[src/rtl/axi_w_router_pkg.sv]
// axi_router_pkg: shared types and constants for the AXI W router.
//   AXI_LEN_BITS : width of AWLEN.
//   RT_SID_W     : width of the slave-ID field kept in each route entry. It is
//                  wide enough for any router SID_W up to 8; narrower IDs are
//                  zero-extended on push.
//   route_t      : {sid, len} entry, used when the beat check is built.
//   route_sid_t  : sid-only entry, used when the beat check is not built.
package axi_router_pkg;

   localparam int unsigned AXI_LEN_BITS = 8;
   localparam int unsigned RT_SID_W     = 8;

   typedef logic [RT_SID_W-1:0] route_sid_t;

   typedef struct packed {
      route_sid_t              sid;
      logic [AXI_LEN_BITS-1:0] len;
   } route_t;

endpackage

[src/rtl/axi_w_router_fifo.sv]
// axi_route_fifo: generic synchronous FIFO holding outstanding write routes.
// Parameters: DEPTH (power of two, >= 2), entry_t (entry type).
// Ports:
//   clk, rst      clock, synchronous active-high reset (empties the FIFO)
//   push_i        write push_data_i; ignored while full
//   push_data_i   entry to store
//   pop_i         drop the head entry; ignored while empty
//   head_o        oldest entry (undefined while empty)
//   full_o        count_o == DEPTH
//   empty_o       count_o == 0
//   count_o       current occupancy
module axi_route_fifo #(
   parameter int unsigned DEPTH   = 4,
   parameter type         entry_t = logic [7:0],
   localparam int unsigned PTR_W  = $clog2(DEPTH),
   localparam int unsigned CNT_W  = PTR_W + 1
) (
   input  logic             clk,
   input  logic             rst,
   input  logic             push_i,
   input  entry_t           push_data_i,
   input  logic             pop_i,
   output entry_t           head_o,
   output logic             full_o,
   output logic             empty_o,
   output logic [CNT_W-1:0] count_o
);

   entry_t           mem_q [DEPTH];
   logic [PTR_W-1:0] wr_ptr_q, wr_ptr_d;
   logic [PTR_W-1:0] rd_ptr_q, rd_ptr_d;
   logic [CNT_W-1:0] cnt_q, cnt_d;
   logic             push_ok, pop_ok;

   assign full_o  = (cnt_q == CNT_W'(DEPTH));
   assign empty_o = (cnt_q == '0);
   assign count_o = cnt_q;
   assign head_o  = mem_q[rd_ptr_q];

   // Full is judged on the pre-pop count, so a push against a full FIFO is
   // dropped even when a pop happens in the same cycle.
   assign push_ok = push_i & ~full_o;
   assign pop_ok  = pop_i & ~empty_o;

   // Pointers wrap naturally because DEPTH is a power of two.
   always_comb begin
      wr_ptr_d = wr_ptr_q;
      rd_ptr_d = rd_ptr_q;
      cnt_d    = cnt_q;
      if (push_ok) wr_ptr_d = wr_ptr_q + PTR_W'(1);
      if (pop_ok)  rd_ptr_d = rd_ptr_q + PTR_W'(1);
      if (push_ok && !pop_ok)      cnt_d = cnt_q + CNT_W'(1);
      else if (pop_ok && !push_ok) cnt_d = cnt_q - CNT_W'(1);
   end

   always_ff @(posedge clk) begin
      if (rst) begin
         wr_ptr_q <= '0;
         rd_ptr_q <= '0;
         cnt_q    <= '0;
      end else begin
         wr_ptr_q <= wr_ptr_d;
         rd_ptr_q <= rd_ptr_d;
         cnt_q    <= cnt_d;
      end
   end

   always_ff @(posedge clk) begin
      if (push_ok) mem_q[wr_ptr_q] <= push_data_i;
   end

endmodule

[src/rtl/axi_w_router.sv]
// axi_w_router: routes AXI W beats from one master to NUM_SLAVES slaves.
// The route for each write is queued at its AW handshake; the FIFO head
// selects the slave for the current burst. Unmapped IDs (>= NUM_SLAVES) are
// absorbed by an internal sink that reports decerr after the last beat.
// Optional build macro: AXI_W_BEAT_CHECK_EN (per-entry AWLEN, beat counter,
// counter-driven wlast_s and sticky len_err).
// Ports:
//   clk, rst            clock, synchronous active-high reset
//   aw_push/sid/len     AW handshake, target slave, AWLEN
//   aw_full             route FIFO full (AW arbiter must stall)
//   w*_m                master W channel (wready_m is the router's ready)
//   w*_s                per-slave W channels, slice i belongs to slave i
//   decerr              one-cycle pulse after an unmapped burst completes
//   len_err             sticky burst-length mismatch (beat check build only)
//   overflow            sticky, push attempted while full
module axi_w_router #(
   parameter int unsigned NUM_SLAVES = 3,
   parameter int unsigned DATA_W     = 32,
   parameter int unsigned STRB_W     = DATA_W / 8,
   parameter int unsigned SID_W      = 2,
   parameter int unsigned DEPTH      = 4
) (
   input  logic                     clk,
   input  logic                     rst,
   input  logic                     aw_push,
   input  logic [SID_W-1:0]         aw_sid,
   input  logic [7:0]               aw_len,
   output logic                     aw_full,
   input  logic [DATA_W-1:0]        wdata_m,
   input  logic [STRB_W-1:0]        wstrb_m,
   input  logic                     wlast_m,
   input  logic                     wvalid_m,
   output logic                     wready_m,
   output logic [NUM_SLAVES*DATA_W-1:0] wdata_s,
   output logic [NUM_SLAVES*STRB_W-1:0] wstrb_s,
   output logic [NUM_SLAVES-1:0]    wlast_s,
   output logic [NUM_SLAVES-1:0]    wvalid_s,
   input  logic [NUM_SLAVES-1:0]    wready_s,
   output logic                     decerr,
`ifdef AXI_W_BEAT_CHECK_EN
   output logic                     len_err,
`endif
   output logic                     overflow
);
   import axi_router_pkg::*;

   localparam int unsigned CNT_W = $clog2(DEPTH) + 1;

`ifdef AXI_W_BEAT_CHECK_EN
   typedef route_t ent_t;
`else
   typedef route_sid_t ent_t;
`endif

   ent_t                  push_ent, head_ent;
   route_sid_t            head_sid;
   logic                  fifo_full, fifo_empty, route_vld;
   logic [CNT_W-1:0]      unused_fifo_cnt;
   logic [NUM_SLAVES-1:0] sel_oh;
   logic                  head_mapped, beat_acc, beat_last, pop;
   logic                  decerr_q, decerr_d;
   logic                  overflow_q, overflow_d;

`ifdef AXI_W_BEAT_CHECK_EN
   always_comb begin
      push_ent.sid = route_sid_t'(aw_sid);
      push_ent.len = aw_len;
      head_sid     = head_ent.sid;
   end
`else
   logic [7:0] unused_aw_len;
   assign unused_aw_len = aw_len;
   assign push_ent      = route_sid_t'(aw_sid);
   assign head_sid      = head_ent;
`endif

   axi_route_fifo #(
      .DEPTH   (DEPTH),
      .entry_t (ent_t)
   ) u_fifo (
      .clk         (clk),
      .rst         (rst),
      .push_i      (aw_push),
      .push_data_i (push_ent),
      .pop_i       (pop),
      .head_o      (head_ent),
      .full_o      (fifo_full),
      .empty_o     (fifo_empty),
      .count_o     (unused_fifo_cnt)
   );

   assign aw_full   = fifo_full;
   assign route_vld = ~fifo_empty;

   // Route selection is purely combinational from the registered head, so a
   // beat is forwarded in the same cycle it is presented.
   always_comb begin
      sel_oh  = '0;
      wstrb_s = '0;
      for (int i = 0; i < NUM_SLAVES; i++) begin
         sel_oh[i] = route_vld & (head_sid == route_sid_t'(i));
         if (sel_oh[i]) wstrb_s[i*STRB_W +: STRB_W] = wstrb_m;
      end
   end

   assign head_mapped = |sel_oh;
   // Unmapped head: sink accepts everything.
   assign wready_m    = route_vld & (head_mapped ? |(sel_oh & wready_s) : 1'b1);
   assign wvalid_s    = sel_oh & {NUM_SLAVES{wvalid_m}};
   assign wdata_s     = {NUM_SLAVES{wdata_m}};
   assign beat_acc    = wvalid_m & wready_m;
   assign pop         = beat_acc & beat_last;

`ifdef AXI_W_BEAT_CHECK_EN
   // Down-counter of beats remaining in the head burst. rem_vld_q is clear
   // until the head's first beat, so the count comes straight from the entry.
   logic [AXI_LEN_BITS-1:0] rem_q, rem_d, rem_cur;
   logic                    rem_vld_q, rem_vld_d;
   logic                    len_err_q, len_err_d;

   always_comb begin
      rem_cur   = rem_vld_q ? rem_q : head_ent.len;
      beat_last = route_vld & (rem_cur == '0);
      rem_d     = rem_q;
      rem_vld_d = rem_vld_q;
      len_err_d = len_err_q;
      if (beat_acc) begin
         if (beat_last) begin
            rem_vld_d = 1'b0;
         end else begin
            rem_d     = rem_cur - AXI_LEN_BITS'(1);
            rem_vld_d = 1'b1;
         end
         if (wlast_m != beat_last) len_err_d = 1'b1;
      end
   end

   always_ff @(posedge clk) begin
      if (rst) begin
         rem_q     <= '0;
         rem_vld_q <= 1'b0;
         len_err_q <= 1'b0;
      end else begin
         rem_q     <= rem_d;
         rem_vld_q <= rem_vld_d;
         len_err_q <= len_err_d;
      end
   end

   assign wlast_s = {NUM_SLAVES{beat_last}};
   assign len_err = len_err_q;
`else
   assign beat_last = wlast_m;
   assign wlast_s   = {NUM_SLAVES{wlast_m}};
`endif

   always_comb begin
      decerr_d   = pop & ~head_mapped;
      overflow_d = overflow_q | (aw_push & fifo_full);
   end

   always_ff @(posedge clk) begin
      if (rst) begin
         decerr_q   <= 1'b0;
         overflow_q <= 1'b0;
      end else begin
         decerr_q   <= decerr_d;
         overflow_q <= overflow_d;
      end
   end

   assign decerr   = decerr_q;
   assign overflow = overflow_q;

endmodule
[config.mk]
export PLATFORM = sky130hd
export DESIGN_NAME = axi_w_router
export DESIGN_NICKNAME = d
export VERILOG_FILES = /design/src/rtl/axi_w_router_pkg.sv /design/src/rtl/axi_w_router_fifo.sv /design/src/rtl/axi_w_router.sv
export SDC_FILE = /design/constraint.sdc
export NUM_CORES = 1
export LEC_CHECK = 0
export ABC_AREA = 0
export CORE_MARGIN = 4
export CORE_UTILIZATION = 28
export DETAILED_ROUTE_END_ITERATION = 6
export GPL_TIMING_DRIVEN = 0
export PLACE_DENSITY_LB_ADDON = 0.25
export SETUP_SLACK_MARGIN = 0.5
export SLEW_MARGIN = 20
export SYNTH_ARGS = -nofsm -noshare
export SYNTH_HDL_FRONTEND = slang
export SYNTH_SLANG_ARGS = --single-unit
[constraint.sdc]
create_clock -name clk -period 2.5 [get_ports clk]
set_input_delay 0.375 -clock clk [delete_from_list [all_inputs] [get_ports clk]]
set_output_delay 0.375 -clock clk [all_outputs]
set_load 0.005 [all_outputs]
==> impl_metrics.yaml <==
timing:
  grt_setup_unrepaired: "true"
  timing.hold.ws_ps: 481
  hold_viol: 0
  slew_viol_final: 0
  fmax_ghz: 0.397
  setup_violations: 1
  period_share_pct: 101
  setup_ws_ps: -20.3
  maxSlewHeadroom_pct: 71.6
  post-route-min-period_ps: 2520
  tightest_slew_ps: 426
  fin_skew_ps: 2.36
floorplan:
  rows: 28
  ios: 172
  die_w_um: 88.2
  core_region_area_sq_um: 6100
  fp.dieH_um: 88.2
  start_util_pct: 29.6
  die-area_sq_um: 7790
synthesis:
  synth_top_area_share_pct: 41.6
  yosysWarnings: 0
  synth_seq_cells: 19
  synth_fp_nets: 258
  yosysMostFrequentCell: "buf_4"
  ys_top_cells_by_count: "buf_4 (100), and2_1 (19), dfxtp_1 (11)"
  syn_area_sq_um: 1800
  ys.flop_type: "dfxtp_1"
  synth_enable_flop_cells: 8
  synth.largest_area_cell: "buf_4"
  syn_inst: 198
  ys_seq_area_share_pct: 25.5
  async_flop_share_pct: 0
  syn_area_per_cell_sq_um: 9.11
  synth.area.top_cells: "buf_4 (42%), edfxtp_1 (13%), dfxtp_1 (12%)"
  post_synth_num_cell_types: 29
layout:
  area_delta_synth_final_pct: 94.9
  num-fill-cells: 555
  final-seq-area_sq_um: 462
  nets: 406
  multi_input_area_sq_um: 704
  post_route_cells_drive_above_1_share_pct: 49.0
  num_antenna_cells: 0
clock_tree:
  cts_made_buffers: 3
  cts_root_buf: "clkbuf_8"
  tritoncts: "yes"
  h-tree-depth: 1
  clock_sink_count: 19
  cts_hold_buf: 0
  cts_buffer_depth: 2
  clk_latency_ps: 250
  cts.clk_slew.worst_paths_ps: 70
place:
  place.gp.congestion: 0.756
  io_buffers: 131
  dp_slack_ps: -355
  dpl.hpwl_um: 4270
worst_setup_path:
  crit_fanout: 3
  crit_start: "wready_s[2]"
  worstSetupPathType: "in2reg"
  rr_endpoint: "u_fifo.count_o[2]$_SDFFE_PP0P_"
  reg2reg_slack_ps: 10
  cp.arrival_ps: 2710
  start_kind: "input port"
  worst_setup_path_end_kind: "register"
  cp-endpoint: "u_fifo.count_o[2]$_SDFFE_PP0P_"
  r2r-start: "u_fifo.mem_q[3][0]$_DFFE_PP_"
  cp_data_required_time_ps: 2690
  critPathMaxStageDelay_ps: 460
  critPathSlowestCell: "clkdlybuf4s50_1"
  path_cells: "clkdlybuf4s50_1 > or2_2 > o311ai_2 > a211o_4 > ha_4 > inv_2 > fa_2 > xor2_1 > or3_1 > a21oi_2"
  rr_worst_depth: 9
pwr:
  max-vdd-ir-drop_uv: 408
  p_leak_nw: 1.59
  power_density_nw_per_um2: 487
  finalPower_mw: 1.71
min_path:
  hold_path.class: "reg2reg"
  hp-start: "overflow$_SDFF_PP0_"
routing:
  totalWireLength_um: 4990
  first_iter_violations: 18
  drt.antenna.violating_nets: 0
  drtPass1Iterations: 4
  vias_per_cell: 3.90
  drc: 0
  num_vias: 1637
  wl_per_cell_um: 11.9
status:
  violations: "setup timing"
  status: "finished with violations"
global_routing:
  grt_pass1_wl_um: 7070
  grt_max_degree: 12
  grt_pass1_vias: 1515
  antenna_found_initial: 0
  grt_usage_pct: 11.2
  overflow: 0
run:
  drv_cap: 0
[stage by stage]
step	utilization [%]	area, sq um	std cells	TNS [ps]
2_1_floorplan	-	1820	198	0
3_3_place_gp	53.0	3230	404	-398
3_5_place_dp	53.0	3230	404	-550
4_1_cts	55.6	3390	418	-34.1
5_1_grt	57.7	3510	420	-213
6_report	57.7	3510	420	-20.3
[final cells by class]
type | instances | area share [%]
buffer | 102 | 21.6
tap | 75 | 2.67
multi-input combinational | 73 | 20.0
sequential | 19 | 13.1
clock inverter | 1 | 0.142
clock buffer | 3 | 1.17
inverter | 4 | 0.427
timing repair buffer | 143 | 40.8
[metal layers]
metal	vias to the layer above	part of all wire (%)	global-route usage (%)
li1	837	-	-
met1	724	34	12.0
met2	74	56	22.4
met3	2	9.8	2.33
met4	0	0.24	1.65
met5	-	0	0
[cells in the final DEF (no fill, tap or decap), types with 4 or more instances in the layout]
cell type	netlist	routed
and2_1	19	6
and2_4	0	13
buf_4	100	104
buf_6	0	21
clkdlybuf4s50_1	0	114
dfxtp_1	11	10
edfxtp_1	8	8
ha_1	5	4
nor2_1	9	7
[repair_timing]
| action | CTS | global route |
|---|---|---|
| buffers inserted | 10 | 2 |
| setup endpoints to repair | 19 | 22 |
| resized for setup | 74 | 43 |
| pin swaps | 16 | 7 |
[critical path, delay by kind of cell]
family          cells  cell delay, ps
fa+ha+maj           2             450
buf+inv             2             500
compound gates      3             560
xor+xnor            1             170
simple gates        2             660
[how the worst min path moves through the flow]
stage,end,slack (ps),cells after the start
3_3_place_gp,overflow$_SDFF_PP0_,460,2
2_1_floorplan,overflow$_SDFF_PP0_,460,2
3_5_place_dp,overflow$_SDFF_PP0_,470,2
6_report,overflow$_SDFF_PP0_,480,2
4_1_cts,overflow$_SDFF_PP0_,490,2
5_1_grt,overflow$_SDFF_PP0_,530,2
[kinds of logic after synthesis]
family	Yosys count	share of synthesized area (%)
mux	13	8.33
xor+xnor	3	1.46
flops	19	25.5
compound gates	10	4.30
simple gates	41	12.9
fa+ha+maj	6	4.58
buf+inv	106	42.9
[power breakdown]
part	total (mW)	internal (mW)	switching (mW)
clock network	0.210	0.111	0.0996
registers	0.437	0.383	0.0536
logic	1.07	0.686	0.381
total	1.71	1.18	0.534
Power figures use the tool's default switching activity.
==> patch, RTL diff (config.mk and constraints unchanged) <==
The option `AXI_W_BEAT_CHECK_EN` is turned on by a define.
--- a/src/rtl/axi_w_router.sv
+++ b/src/rtl/axi_w_router.sv
@@ -13,6 +13,8 @@
 //   decerr              one-cycle pulse after an unmapped burst completes
 //   len_err             sticky burst-length mismatch (beat check build only)
 //   overflow            sticky, push attempted while full
+`define AXI_W_BEAT_CHECK_EN
+
 module axi_w_router #(
    parameter int unsigned NUM_SLAVES = 3,
    parameter int unsigned DATA_W     = 32,
Formal check against the unedited RTL (old outputs only; new: len_err): not equivalent (a bounded check fails within 4 cycles, from zero or initial values and one cycle with rst high).
==> patch against the unedited design <==
The flow still finishes with violations (setup timing). Total power grew 120%. Wire length grew 100%. Setup slack got worse by 0.42 ns. Sequential cell count increased by 42. Sequential power increased to 2.8 times the old value. Synthesized area grew 110%. Design area up 80%. Global-route usage rose by 1.2 points. Fmax shrank 14%. Final cell count grew 71%. Largest cell class unchanged.
==> patch: results (changes against the unedited design) <==
- Pre-CTS setup slack: -0.708 ns (-0.353 ns)
- Worst Slack Setup Final: -0.440 ns (-0.420 ns)
- Leakage power: 2.55 nW (+60%)
- Post-synthesis compound-gate area fraction: 0.0918 (+0.0487)
- Met1 Wirelength: 3700 um (+120%)
- Status: complete, but fails checks
- Vias after detailed routing: 3065 (+87%)
- First-pass GRT wire length: 14700 um (+110%)
- Slowest stage cell on the critical path: mux4_2
- Latest clock arrival within the worst-skew pair: 0.32 ns (+0.07 ns)
- EDFF count, synth: 40 (+32)
- Mux cell area share after synthesis: 0.0719 (-0.0113)
- DRT iter0 DRCs: 118 (+100)
- Post-layout nets: 603 (+49%)
- Post-Synth XOR/XNOR Area: 0.0188 (+0.00425)
- CP startpoint kind: flip-flop
- Dpl hpwl: 7470 um (+75%)
- Post-Synth Adder-Cell Area: 0.0289 (-0.0169)
- Slew HR: 0.584 (-0.132)
- Crit path max fanout: 5 (+2)
- Overall Global Routing Usage: 0.124 (+0.0125)
- Fraction of layout cells with a size suffix above 1: 0.425 (-0.0649)
- WL/cell: 14.2 um (+19%)
- Number of fill cells: 1141 (+110%)
- GP Congestion: 0.792 (+4.7%)
- H-tree Lvls: 3 (+2)
- Cell variety after synth: 54 (+86%)
- Post-synthesis sequential area ratio: 0.436 (+0.180)
- Port Buffers: 140 (+6.9%)
- Reg clk slew, reported paths: 0.05 ns (-0.02 ns)
- Failing checks: setup timing
- Crit path DAT: 3.18 ns (+0.47 ns)
- Main synth FF type: edfxtp_1
- Top post-synthesis cells by area: edfxtp_1, buf_4, dfxtp_1, mux2i_1, and2_1
- Number of global-route vias before repair: 2935 (+94%)
- Number of flip-flops under the largest register name: 40
- Met3 Routed Length: 940 um (+93%)
- Commonest cells post-synth: buf_4, edfxtp_1, and2_1, dfxtp_1, nor2_1
- Root buf cell: clkbuf_16
- Max VDD drop: 0.562 mV (+38%)
- Max incr delay on CP: 0.57 ns (+0.11 ns)
- HP Start: len_err$_SDFFE_PP0P_
- Total CTS buffers: 9 (+6)
- Largest net degree at the start of global routing: 11 (-1)
- Syn_nets: 403 (+56%)
- Crit-path leading delay family: multiplexers
- Met2 WL: 5400 um (+95%)
- Post-Route Skew: 0.00572 ns (+0.00337 ns)
- Final setup viols: 30 (+29)
-- patch: cells by family after synthesis --
logic type / count (synthesis)
adder cells (fa/ha/maj): 8
AO/OA/AOI/OAI: 42
flip-flops: 61
multiplexers: 21
buffers and inverters: 116
AND/OR/NAND/NOR: 85
XOR/XNOR: 8
-- patch: through the flow --
step	TNS (ns)	std cells	area, um2
after CTS	-6.39	704	6160
final	-8.20	718	6330
after floorplan	-0.546	341	3740
after detailed placement	-5.45	653	5360
after global routing	-11.68	718	6330
after global placement	-5.31	653	5360
-- patch: timing repair --
item | CTS | global route
cloned | 3 | 0
setup endpoints to repair | 37 | 78
buffers inserted | 32 | 14
pin swaps | 17 | 13
hold endpoints to repair | 0 | 0
gates resized for setup | 96 | 31
-- patch: final cells by class --
type,instances,share of cell area
multi-input combinational,164,0.228
clock buffer,11,0.0368
sequential,61,0.257
timing repair buffer,189,0.296
buffer,108,0.131
inverter,8,0.00534
tap,172,0.0340
clock inverter,5,0.0119
-- patch: per-layer routing --
layer / global-route usage / vias up
li1: - / 1496
met1: 0.133 / 1422
met2: 0.232 / 132
met3: 0.0329 / 15
met4: 0.0457 / 0
met5: 0 / -
-- patch: report_power, final --
group | switching [mW] | internal (mW) | total, mW
Clock | 0.410 | 0.866 | 1.28
Sequential | 0.0578 | 1.18 | 1.24
Combinational | 0.503 | 0.707 | 1.21
-- patch: final timing paths --
path	end	slack (ns)	cells after the start
worst min register to register	len_err$_SDFFE_PP0P_	0.46	2
worst max register to register	u_fifo.count_o[2]$_SDFFE_PP0P_	-0.44	11
worst max-delay path	u_fifo.count_o[2]$_SDFFE_PP0P_	-0.44	11
worst min-delay path	len_err$_SDFFE_PP0P_	0.46	2
